[src/rtl/uart_tx_monitor.sv]
// 8N1 UART receiver with a small valid/ready output FIFO and saturating error counters.
// Define UART_TX_MONITOR_PARITY_EN to decode 8E1 frames and add parity_err/parity_err_cnt.
module uart_tx_monitor #(
  parameter int CLKS_PER_BIT = 234,
  parameter int FIFO_DEPTH   = 4,
  parameter int CNT_W        = 8
) (
  input  logic             clk,
  input  logic             rst,
  input  logic             rx_line,
  output logic             out_valid,
  output logic [7:0]       out_data,
  input  logic             out_ready,
  output logic             frame_err,
  output logic             overrun,
  output logic [CNT_W-1:0] frame_err_cnt,
  output logic [CNT_W-1:0] overrun_cnt,
`ifdef UART_TX_MONITOR_PARITY_EN
  output logic             parity_err,
  output logic [CNT_W-1:0] parity_err_cnt,
`endif
  output logic             busy
);

  localparam int TW = $clog2(CLKS_PER_BIT);
  localparam int AW = $clog2(FIFO_DEPTH);
  localparam logic [TW-1:0] T_HALF = TW'(CLKS_PER_BIT / 2 - 1);
  localparam logic [TW-1:0] T_FULL = TW'(CLKS_PER_BIT - 1);

  typedef enum logic [2:0] {
    S_IDLE,
    S_START,
    S_DATA,
`ifdef UART_TX_MONITOR_PARITY_EN
    S_PARITY,
`endif
    S_STOP
  } state_t;

  state_t          state, state_n;
  logic            sync1, rx_s;
  logic [TW-1:0]   timer, timer_n;
  logic [2:0]      bit_idx, bit_idx_n;
  logic [7:0]      shreg, shreg_n;
  logic            tick;
  logic            push_req, ferr_req;
  logic            push_q;
  logic [7:0]      push_data;
`ifdef UART_TX_MONITOR_PARITY_EN
  logic            par_bit, par_n;
  logic            perr_req;
`endif

  // Two-flop synchronizer; idle-high reset so reset release never looks like a start bit
  always_ff @(posedge clk) begin
    if (rst) begin
      sync1 <= 1'b1;
      rx_s  <= 1'b1;
    end else begin
      sync1 <= rx_line;
      rx_s  <= sync1;
    end
  end

  assign tick = (timer == '0);
  assign busy = (state != S_IDLE);

  always_comb begin
    state_n   = state;
    timer_n   = tick ? timer : timer - 1'b1;
    bit_idx_n = bit_idx;
    shreg_n   = shreg;
    push_req  = 1'b0;
    ferr_req  = 1'b0;
`ifdef UART_TX_MONITOR_PARITY_EN
    par_n     = par_bit;
    perr_req  = 1'b0;
`endif
    case (state)
      S_IDLE: begin
        if (!rx_s) begin
          timer_n = T_HALF;
          state_n = S_START;
        end
      end
      S_START: begin
        if (tick) begin
          if (!rx_s) begin
            timer_n   = T_FULL;
            bit_idx_n = 3'd0;
            state_n   = S_DATA;
          end else begin
            state_n = S_IDLE;
          end
        end
      end
      S_DATA: begin
        if (tick) begin
          shreg_n = {rx_s, shreg[7:1]};
          timer_n = T_FULL;
          if (bit_idx == 3'd7) begin
`ifdef UART_TX_MONITOR_PARITY_EN
            state_n = S_PARITY;
`else
            state_n = S_STOP;
`endif
          end else begin
            bit_idx_n = bit_idx + 3'd1;
          end
        end
      end
`ifdef UART_TX_MONITOR_PARITY_EN
      S_PARITY: begin
        if (tick) begin
          par_n   = rx_s;
          timer_n = T_FULL;
          state_n = S_STOP;
        end
      end
`endif
      S_STOP: begin
        // Leaving at mid-stop-bit lets the next start edge be caught immediately
        if (tick) begin
          state_n = S_IDLE;
          if (!rx_s) begin
            ferr_req = 1'b1;
`ifdef UART_TX_MONITOR_PARITY_EN
          end else if (^{shreg, par_bit}) begin
            perr_req = 1'b1;
`endif
          end else begin
            push_req = 1'b1;
          end
        end
      end
      default: state_n = S_IDLE;
    endcase
  end

  always_ff @(posedge clk) begin
    if (rst) begin
      state     <= S_IDLE;
      timer     <= '0;
      bit_idx   <= 3'd0;
      shreg     <= 8'h00;
      push_q    <= 1'b0;
      push_data <= 8'h00;
      frame_err <= 1'b0;
`ifdef UART_TX_MONITOR_PARITY_EN
      par_bit   <= 1'b0;
`endif
    end else begin
      state     <= state_n;
      timer     <= timer_n;
      bit_idx   <= bit_idx_n;
      shreg     <= shreg_n;
      push_q    <= push_req;
      frame_err <= ferr_req;
      if (push_req) push_data <= shreg;
`ifdef UART_TX_MONITOR_PARITY_EN
      par_bit   <= par_n;
`endif
    end
  end

`ifdef UART_TX_MONITOR_PARITY_EN
  always_ff @(posedge clk) begin
    if (rst) begin
      parity_err     <= 1'b0;
      parity_err_cnt <= '0;
    end else begin
      parity_err <= perr_req;
      if (perr_req && parity_err_cnt != '1) parity_err_cnt <= parity_err_cnt + 1'b1;
    end
  end
`endif

  // FIFO: extra pointer MSB separates full from empty
  logic [7:0]  mem [FIFO_DEPTH];
  logic [AW:0] wr_ptr, rd_ptr;
  logic        full, empty, pop, wr_en, ovr_req;

  assign empty     = (wr_ptr == rd_ptr);
  assign full      = (wr_ptr[AW] != rd_ptr[AW]) && (wr_ptr[AW-1:0] == rd_ptr[AW-1:0]);
  assign out_valid = !empty;
  assign out_data  = mem[rd_ptr[AW-1:0]];
  assign pop       = out_valid && out_ready;
  assign wr_en     = push_q && (!full || pop);
  assign ovr_req   = push_q && full && !pop;

  always_ff @(posedge clk) begin
    if (rst) begin
      wr_ptr <= '0;
      rd_ptr <= '0;
      for (int i = 0; i < FIFO_DEPTH; i++) mem[i] <= 8'h00;
    end else begin
      if (wr_en) begin
        mem[wr_ptr[AW-1:0]] <= push_data;
        wr_ptr              <= wr_ptr + 1'b1;
      end
      if (pop) rd_ptr <= rd_ptr + 1'b1;
    end
  end

  always_ff @(posedge clk) begin
    if (rst) begin
      overrun       <= 1'b0;
      overrun_cnt   <= '0;
      frame_err_cnt <= '0;
    end else begin
      overrun <= ovr_req;
      if (ovr_req && overrun_cnt != '1) overrun_cnt <= overrun_cnt + 1'b1;
      if (ferr_req && frame_err_cnt != '1) frame_err_cnt <= frame_err_cnt + 1'b1;
    end
  end

endmodule
[config.mk]
export PLATFORM = sky130hd
export DESIGN_NAME = uart_tx_monitor
export DESIGN_NICKNAME = d
export VERILOG_FILES = /design/src/rtl/uart_tx_monitor.sv
export SDC_FILE = /design/constraint.sdc
export NUM_CORES = 1
export LEC_CHECK = 0
export BUFFER_PORTS_ARGS = -buffer_cell sky130_fd_sc_hd__buf_4
export CORE_UTILIZATION = 40
export DETAILED_ROUTE_END_ITERATION = 8
export PLACE_DENSITY_LB_ADDON = 0.12
export SLEW_MARGIN = 20
export SYNTH_ARGS = -nofsm -noshare
export SYNTH_HDL_FRONTEND = slang
export SYNTH_SLANG_ARGS = --single-unit
[constraint.sdc]
create_clock -name clk -period 3.34 [get_ports clk]
set_input_delay 0.501 -clock clk [delete_from_list [all_inputs] [get_ports clk]]
set_output_delay 0.501 -clock clk [all_outputs]
set_load 0.02 [all_outputs]
; ---- Yosys cells after proc, flatten, opt, wreduce, memory -nomap -nowiden
; Memory sizes are Yosys's and may differ from the RTL's. A register that Yosys moved wholly into a read port is not among the register bits.
; Index checks and enable logic that the tools add are counted.
[word_totals]
word_cells = 90
register_bits = 57
n_memories = 1
in_bits = 4
ram_bits = 32
[mem_list]
columns = name, words, word_bits, read_ports, rd_ports_with_merged_regs, wr, line
row1 = mem, 4, 8, 1, 1, 4, 179  ; logic [7:0] mem [FIFO_DEPTH];
[op_classes]
n_eq_ne = 16
n_addsub = 6
reduce_logical = 19
n_mux = 34
[op_table]
columns = operator, n
row1 = 8-bit two-way mux, 6
row2 = 3-bit two-way mux, 9
row3 = 8-bit one-hot mux with 3 select lines, 1
row4 = "8-bit by 1-bit adder with 8-bit output, second input constant", 2
row5 = "8-bit inequality test, second input constant", 2
row6 = "2-bit inequality test, second input constant", 7
row7 = 1-bit two-way mux, 12
row8 = 3-bit one-hot mux with 4 select lines, 1
row9 = 5-bit AND reduction, 2
row10 = "3-bit by 1-bit adder with 3-bit output, second input constant", 3
row11 = 8-bit zero test, 1
row12 = 2-bit two-way mux, 4
row13 = 8-bit OR reduction, 1
row14 = "8-bit by 1-bit subtractor with 8-bit output, second input constant", 1
row15 = 1-bit logical AND, 7
row16 = "3-bit by 2-bit == test with 1-bit output, second input constant", 2
row17 = 3-bit one-hot mux with 2 select lines, 1
row18 = "3-bit by 1-bit == test with 1-bit output, second input constant", 1
row19 = 3-bit == test, 1
row20 = "3-bit == test, second input constant", 1
row21 = 1-bit zero test, 3
row22 = 3-bit zero test, 1
row23 = 3-bit nonzero test, 1
row24 = 2-bit == test, 1
row25 = other kinds (4), 4

; ---- Longest topological paths before layout
; Gate-level depths: netlist of run 1.
[depth]
word_depth = 10
mapped_depth = 12
ltp_nobuf = 10

; ---- Worst setup path before layout of run 1
; OpenSTA, ideal clock, no wires.
[synth_timing]
kind = reg-to-reg
from = register timer[0]
to = register timer[0]
period_less_slack_ns = 2.527
stages_incl_launch_ff = 12
path_slack_ns = 0.813
n_path_buf = 2
required_time_ns = 3.249
arrival_time_ns = 2.436
path_cell_list = dfxtp_1 -> inv_1 -> ha_1 -> clkbuf_1 -> nor3b_1 -> and2_0 -> clkbuf_1 -> clkinv_1 -> ha_1 -> nand2_1 -> a2bb2oi_1 -> a311oi_1
[synth_between]
elab_chain_len = 5
word_cells_on_any_way = 8
[synth_rtl]
columns = item, line
row1 = "start, declared", 42  ; logic [TW-1:0] timer, timer_n;
row2 = "start signal, assigned", 154  ; timer <= timer_n;
row3 = 8-bit by 1-bit subtractor with 8-bit output / 8-bit zero test (equally long branches), "70, 65"
row4 = 8-bit two-way mux, 70  ; timer_n = tick ? timer : timer - 1'b1;
row5 = 8-bit two-way mux, 88  ; if (!rx_s) begin
row6 = 8-bit two-way mux, 87  ; if (tick) begin
row7 = 8-bit one-hot mux with 3 select lines *, 79  ; case (state)
; Mark *: on every way between the ends. The rest lies on a longest branch, timed or not.
; A chain may end at the register's enable or synchronous reset.

; ---- Final worst setup path of run 1
; Ends and elaborated chain as after synthesis.

==> reports/metrics.yaml, run 1 <==
status: "complete, no violations"
synth_seq_area_share: 0.515
rsz0062_at_grt: "no"
ctsHoldBuffers: 0
p_clk_frac: 0.316
vias_per_cell: 5.26
seq_power_share: 0.505
reg2reg_slack_ns: 0.65
cts-resized-gates: 0
synthTopCellsByCount: "dfxtp_1 (58), and2_1 (32), edfxtp_1 (32), nand2_1 (30), nor2_1 (30)"
avgSynthCellArea_um2: 10.4
io_buffer_count: 31
cp-end-kind: "flip-flop"
p_leak_nw: 1.80
p_sw_w: 0.000719
ys_types: 51
yosys.cell_count.top_type: "dfxtp_1"
syn_nets: 407
synthFlopType: "dfxtp_1"
max_slew_margin: 0.488
drt_wl_total_mm: 8.02
clkTransAtPathRegs_ns: 0.10
synth_largest_area_cell: "dfxtp_1"
met2_usage: 0.259
synthTopCellsByArea: "dfxtp_1 (28%), edfxtp_1 (23%), and2_1 (4.9%)"
internal-power_w: 0.00174
drt-initial-drc-count: 73
dp_slack_ns: 0.702
detail-route-antenna-nets: 0
cts.sinks: 90
grt_max_degree: 62
grt_util_all_layers: 0.164
cts_buffers: 9
wl_per_cell_um: 14.3
nets: 433
r2r_cells: 9
syn_area_um2: 4120
place_congestion: 0.813
die_area_um2: 10700
cp-start-kind: "flip-flop"
met1_usage: 0.223
antenna_found_initial: 0
cts_tree: "done"
cap_violations: 0
min_to: "sync1$_SDFF_PP1_"
dr.pass1.iters: 4
grt_pass1_vias: 2685
die_y_um: 103
ys_ff_latch: 90
use_met3: 0.0282
clk_latency_ns: 0.36
gr-total-overflow: 0
start_util: 0.418
hp-class: "in -> reg"
slew_viol_final: 0
finClkSkew_ns: 0.0107
ys_async_sr_fraction: 0
root_buffer: "clkbuf_8"
switching_share: 0.292
crit_arrival_ns: 2.96
combPwrFrac: 0.180
synth_top_area_share: 0.282
path_class: "reg -> reg"
coreArea_um2: 9860
final.period_utilization: 0.804
synth_edf_count: 32
peakVddDrop_uv: 385
required_ns: 3.61
drive_above_1_share: 0.174
busiest_layer: "met2"
period_minus_slack_ns: 2.69
syn_to_final_growth_pct: 13.5
reg2reg_to: "timer[0]$_SDFF_PP0_"
via_count: 2942
cts_buffer_depth: 2
hold_viol: 0
dieWidth_um: 103
worst_slack_ns: 0.653
drc_errors: 0
post_cts_buffers: 0
clock.fmax_mhz: 372
cp_max_fo: 9
tns_ns: 0
synthCells: 395
tightest_slew_ns: 0.763
power.density_nw_per_um2: 526
htree_levels: 3
setup_viol: 0
core.rowCount: 36
hp-start: "rx_line"
hpwl_mm: 5.26
num_antenna_cells: 0
yosys_warnings: 0
r2r-start: "timer[0]$_SDFF_PP0_"
ioPinCount: 32
grt_pass1_wl_mm: 13.4
min_path_cells: 2
[power by group through the flow]
stage	combinational, W	sequential, W	clock, W
2_1_floorplan	0.000345	0.00125	0
3_3_place_gp	0.000430	0.00127	0
3_5_place_dp	0.000441	0.00127	0
4_1_cts	0.000445	0.00124	0.000810
5_1_grt	0.000495	0.00125	0.000851
6_report	0.000442	0.00124	0.000777
[cell type report]
type                            count  area, um^2
Clock buffer                        9         124
Clock inverter                      7        83.8
Tap cell                          133         166
Fill cell                         925        5190
Inverter                            8        30.0
Timing Repair Buffer               36         270
Sequential cell                    90        2120
Multi-Input combinational cell    276        1880
[metal layers]
metal | wire, um | vias up
met5 | 0 | -
met4 | 112 | 0
met3 | 189 | 10
met2 | 3590 | 35
met1 | 4130 | 1405
li1 | - | 1492
[worst max path at each step]
stage	start	end	slack, ns	cells past startpoint
3_3_place_gp	timer[0]$_SDFF_PP0_	timer[0]$_SDFF_PP0_	0.81	10
2_1_floorplan	timer[0]$_SDFF_PP0_	timer[0]$_SDFF_PP0_	0.81	11
4_1_cts	timer[0]$_SDFF_PP0_	timer[0]$_SDFF_PP0_	0.65	9
5_1_grt	timer[0]$_SDFF_PP0_	timer[0]$_SDFF_PP0_	0.34	9
3_5_place_dp	timer[0]$_SDFF_PP0_	timer[0]$_SDFF_PP0_	0.70	9
6_report	timer[0]$_SDFF_PP0_	timer[0]$_SDFF_PP0_	0.65	9
[state kept, by name (all words and copies together), names as in the netlist, named ones only]
signal,count
wr_ptr,3
overrun,1
push_q,1
frame_err_cnt,8
mem,32
bit_idx,3
sync1,1
rd_ptr,3
rx_s,1
state,2
push_data,8
timer,8
overrun_cnt,8
frame_err,1
shreg,8
[logic make-up after synthesis]
kind of cell / synth area share
AOI/OAI and AO/OA: 0.101
xor gates and xnor gates: 0.0234
adders and majority gates: 0.0243
buffers and inverters: 0.0282
DFF: 0.515
muxes: 0.0887
and+or+nand+nor: 0.220
[critical path, cell delays in order (launching register included)]
cell and delay (ns):
dfxtp_1 0.35, inv_1 0.10, ha_1 0.31, nor3b_1 0.49, and2_0 0.23, clkinv_1 0.23, ha_1 0.41, nand2_1 0.06
a2bb2oi_1 0.14, a311oi_1 0.27
[cells in the final DEF, fill, tap and decap left out, types with 3 or more instances in the layout]
cell        n
or2_2       5
ha_1        8
or3_1       7
inv_1       6
mux4_2      8
and2_1     32
and3_1      3
a21oi_1    25
dfxtp_1    58
mux2_2      4
or4_1       6
nor2b_1     9
o2111ai_1   3
nor2_1     30
edfxtp_1   32
nor3b_1     4
clkbuf_8    9
o41ai_1     3
xor2_1      9
mux2i_1    14
nand2_1    30
o31ai_1     6
inv_6       3
o21ai_0     8
buf_4      36
nand3_1    21
nor3_1      6
[stage by stage]
stage,total power (W),instance area (um^2),hold WS [ns],util,std cells
after global placement,0.00170,4470,0.398,0.453,543
after global routing,0.00260,4680,0.313,0.474,559
after floorplan,0.00159,4120,0.389,-,395
after detailed placement,0.00171,4470,0.393,0.453,543
after CTS,0.00250,4680,0.305,0.474,559
final,0.00246,4680,0.324,0.474,559
Power figures use the tool's default switching activity.
==> run 2: changes to the inputs <==
clock period = 2.73 ns   (was 3.34 ns; I/O delays follow)
==> run 2 against run 1 <==
  * Sequential power increased by 23%
  * Clock-buffer cell count unchanged
  * Wire length increased by 2.4%
  * Largest power group unchanged
  * Highest routed layer unchanged
==> reports/metrics.yaml, run 2 (synthesis gave the netlist of run 1 again) <==
status: "complete, no violations"
grt_util_all_layers: 0.166
dieWidth_um: 103
tightest_slew_ns: 0.602
htree_levels: 3
final_core_util: 0.478
cts_tree: "done"
cp-start-kind: "flip-flop"
gr-total-overflow: 0
dr.pass1.iters: 4
root_buffer: "clkbuf_8"
crit_arrival_ns: 2.55
tns_ns: 0
clk_latency_ns: 0.36
clock.fmax_mhz: 434
drt-initial-drc-count: 120
final_common_cell: "dfxtp_1"
internal-power_w: 0.00214
post_cts_buffers: 0
min_to: "sync1$_SDFF_PP1_"
cts-resized-gates: 0
period_minus_slack_ns: 2.30
grt_pass1_wl_mm: 13.6
cp_cell_sequence: "or4_4 -> or4_4 -> nor4_1 -> mux2_2"
clkTransAtPathRegs_ns: 0.09
syn_to_final_growth_pct: 14.5
hold_viol: 0
finClkSkew_ns: 0.00993
cap_violations: 0
r2r-start: "timer[2]$_SDFF_PP0_"
drc_errors: 0
largest_register: "mem"
seq_power_share: 0.503
vias_per_cell: 5.29
p_leak_nw: 1.82
cp-end-kind: "flip-flop"
cts_buffers: 9
nets: 439
drt_wl_total_mm: 8.21
hp-class: "in -> reg"
die_area_um2: 10700
grt_pass1_vias: 2828
setup_viol: 0
cts_buffer_depth: 2
cp_common_cell: "or4_4"
crit_path_start: "timer[2]$_SDFF_PP0_"
final.period_utilization: 0.844
met3_wirelength_um: 230
drive_above_1_share: 0.185
num_antenna_cells: 0
crit_path_max_incr_delay_ns: 0.59
switching_share: 0.290
ctsHoldBuffers: 0
required_ns: 2.98
p_clk_frac: 0.309
detail-route-antenna-nets: 0
slew_viol_final: 0
cts.sinks: 90
path_class: "reg -> reg"
fillers: 899
register_area_um2: 2120
final_cell_mix: "dfxtp_1 (58), buf_4 (42), and2_1 (32), edfxtp_1 (32)"
combPwrFrac: 0.189
via_count: 2988
r2r_cells: 4
wl_per_cell_um: 14.5
multiInputGateArea_um2: 1880
io_buffer_count: 31
reg2reg_to: "frame_err_cnt[5]$_SDFFE_PP0P_"
antenna_found_initial: 0
wl_met1_mm: 3.90
cp_max_fo: 14
p_sw_w: 0.000875
grt_max_degree: 36
reg2reg_slack_ns: 0.43
ioPinCount: 32
peakVddDrop_uv: 433
coreArea_um2: 9860
place_congestion: 0.811
largest_register_ffs: 32
highest_layer: "met4"
dp_slack_ns: 0.420
core.rowCount: 36
max_slew_margin: 0.593
worst_slack_ns: 0.426
wl_met2_mm: 3.96
hpwl_mm: 5.44
die_y_um: 103
min_path_cells: 2
start_util: 0.418
crit_slowest_cell: "or4_4"
hp-start: "rx_line"
rsz0062_at_grt: "no"
power.density_nw_per_um2: 641
run 2: how the worst max path moves through the flow:
stage                     slack, ns  depth (start not counted)                             to
after global placement         0.46                          4  frame_err_cnt[7]$_SDFFE_PP0P_
after detailed placement       0.42                          3        mem[1][6]$_SDFFCE_PN0P_
final                          0.43                          4  frame_err_cnt[5]$_SDFFE_PP0P_
after CTS                      0.41                          3        mem[1][2]$_SDFFCE_PN0P_
after floorplan                0.20                         11            timer[0]$_SDFF_PP0_
after global routing           0.28                          3        mem[1][2]$_SDFFCE_PN0P_
run 2: routing by layer:
metal | up-vias | global-route usage
li1 | 1503 | -
met1 | 1421 | 0.211
met2 | 54 | 0.279
met3 | 10 | 0.0282
met4 | 0 | 0.0704
met5 | - | 0
run 2: cell type report:
| class | count | area share |
|---|---|---|
| clock inverter | 7 | 0.0162 |
| tap | 133 | 0.0353 |
| sequential | 90 | 0.450 |
| multi-input combinational | 276 | 0.399 |
| clock buffer | 9 | 0.0263 |
| timing repair buffer | 42 | 0.0669 |
| inverter | 8 | 0.00637 |
run 2: critical path: cells and delay by family (launching register included):
kind	cells	cell delay, ns
simple gates	3	1.48
mux	1	0.37
flops	1	0.36
run 2: power groups by stage:
stage / Clock (W) / Sequential (W) / Combinational, W
floorplan: 0 / 0.00153 / 0.000422
global placement: 0 / 0.00154 / 0.000571
detailed placement: 0 / 0.00155 / 0.000571
CTS: 0.000956 / 0.00152 / 0.000573
global route: 0.00102 / 0.00153 / 0.000634
finish: 0.000933 / 0.00152 / 0.000570
run 2: per-stage QoR:
step           hold slack [ns]  instance area [um^2]  std cells  power (W)
2_1_floorplan            0.389                  4120        395    0.00195
3_3_place_gp             0.396                  4510        549    0.00212
3_5_place_dp             0.398                  4510        549    0.00212
4_1_cts                  0.217                  4710        565    0.00304
5_1_grt                  0.225                  4710        565    0.00318
6_report                 0.237                  4710        565    0.00302
==> run 3: changes to the inputs <==
clock period = 2.34 ns   (was 2.73 ns; I/O delays follow)
==> run 3 against run 2 <==
  * Fmax is 2.3% higher
  * Clock power rose by 5.3%
  * First-iteration DRC count fell by 5.0%
  * Highest routed layer unchanged
==> reports/metrics.yaml, run 3 (synthesis gave the netlist of run 1 again) <==
status: "complete, no violations"
clk_latency_ns: 0.37
dp.cells: 561
met1_usage: 0.216
ctsHoldBuffers: 0
crit_arrival_ns: 2.51
reg2reg_to: "frame_err_cnt[5]$_SDFFE_PP0P_"
final_common_cell: "dfxtp_1"
cts.sinks: 90
nets: 451
grt_pass1_vias: 2914
setup_viol: 0
htree_levels: 3
met2_usage: 0.295
wl_per_cell_um: 14.6
ioPinCount: 32
power.density_nw_per_um2: 722
core.rowCount: 36
cts_buffers: 9
largest_register: "mem"
peakVddDrop_uv: 550
grt_util_all_layers: 0.177
r2r-start: "timer[3]$_SDFF_PP0_"
hp-start: "rx_line"
cap_violations: 0
antenna_found_initial: 0
p_leak_nw: 1.87
max_slew_margin: 0.570
vias_per_cell: 5.31
cts_tree: "done"
die_area_um2: 10700
die_y_um: 103
detail-route-antenna-nets: 0
dieWidth_um: 103
largest_register_ffs: 32
clock.fmax_mhz: 444
min_to: "sync1$_SDFF_PP1_"
tightest_slew_ns: 0.642
drc_errors: 0
slew_viol_final: 0
io_buffer_count: 31
clkTransAtPathRegs_ns: 0.09
via_count: 3063
busiest_layer: "met2"
reg2reg_slack_ns: 0.09
finClkSkew_ns: 0.00952
final-instance-count-excl-fill: 577
start_util: 0.418
cp-start-kind: "flip-flop"
grt_pass1_wl_mm: 14.3
cp_max_fo: 7
place_congestion: 0.786
path_class: "reg -> reg"
num_antenna_cells: 0
timing.hold.ws_ns: 0.166
r2r_cells: 4
dr.pass1.iters: 4
hold_viol: 0
final.period_utilization: 0.962
cp-end-kind: "flip-flop"
coreArea_um2: 9860
cts_buffer_depth: 2
use_met3: 0.0430
drt_wl_total_mm: 8.45
drt-initial-drc-count: 114
drive_above_1_share: 0.212
grt_max_degree: 24
gr-total-overflow: 0
final_cell_mix: "dfxtp_1 (58), buf_4 (54), and2_1 (32), edfxtp_1 (32)"
root_buffer: "clkbuf_8"
hp-class: "in -> reg"
min_path_cells: 2
period_minus_slack_ns: 2.25
required_ns: 2.59
hpwl_mm: 5.71
syn_to_final_growth_pct: 16.5
totalPowerFinal_w: 0.00347
==> run 3: report_power, final <==
group | leakage [nW] | switching [W] | internal [W] | total (W)
Sequential | 0.800 | 0.0000741 | 0.00169 | 0.00177
Combinational | 0.990 | 0.000380 | 0.000337 | 0.000717
Clock | 0.0842 | 0.000583 | 0.000399 | 0.000982
Total | 1.87 | 0.00104 | 0.00243 | 0.00347
==> run 3: how the worst max path moves through the flow <==
| stage | to | cells past startpoint | startpoint | slack [ns] |
|---|---|---|---|---|
| 5_1_grt | frame_err_cnt[7]$_SDFFE_PP0P_ | 4 | timer[3]$_SDFF_PP0_ | -0.001 |
| 3_5_place_dp | frame_err_cnt[7]$_SDFFE_PP0P_ | 4 | timer[3]$_SDFF_PP0_ | 0.10 |
| 3_3_place_gp | frame_err_cnt[7]$_SDFFE_PP0P_ | 4 | timer[3]$_SDFF_PP0_ | 0.13 |
| 4_1_cts | frame_err_cnt[7]$_SDFFE_PP0P_ | 4 | timer[3]$_SDFF_PP0_ | 0.09 |
| 2_1_floorplan | timer[0]$_SDFF_PP0_ | 11 | timer[0]$_SDFF_PP0_ | 0.03 |
| 6_report | frame_err_cnt[5]$_SDFFE_PP0P_ | 4 | timer[3]$_SDFF_PP0_ | 0.09 |
==> run 3: routing by layer <==
layer  wire (um)  vias to the layer above
li1            -                     1531
met1        3950                     1481
met2        4150                       39
met3         208                       12
met4         137                        0
met5           0                        -
==> run 3: layout make-up <==
| type | instances | area (um^2) |
|---|---|---|
| sequential | 90 | 2120 |
| inverter | 8 | 31.3 |
| multi-input combinational | 276 | 1900 |
| fill | 932 | 5070 |
| clock inverter | 6 | 47.5 |
| timing repair buffer | 54 | 405 |
| tap | 133 | 166 |
| clock buffer | 10 | 128 |
==> run 3: per-stage QoR <==
| step | setup WS, ns | utilization | setup TNS, ns | cell area, um^2 |
|---|---|---|---|---|
| 2_1_floorplan | 0.0296 | - | 0 | 4130 |
| 3_3_place_gp | 0.126 | 0.468 | 0 | 4620 |
| 3_5_place_dp | 0.104 | 0.468 | 0 | 4620 |
| 4_1_cts | 0.0876 | 0.486 | 0 | 4790 |
| 5_1_grt | -0.00127 | 0.486 | -0.00127 | 4800 |
| 6_report | 0.0884 | 0.486 | 0 | 4800 |
==> run 3: critical path: stages, from the launching register on <==
cell	delay (ns)
dfxtp_1	0.37
or4_4	0.54
or4_4	0.55
nor4_1	0.32
mux2_2	0.37
==> run 3: repair_timing <==
item                       CTS  global route
setup endpoints to repair    0             1
resized for setup            0             1
setup buffers                0             0
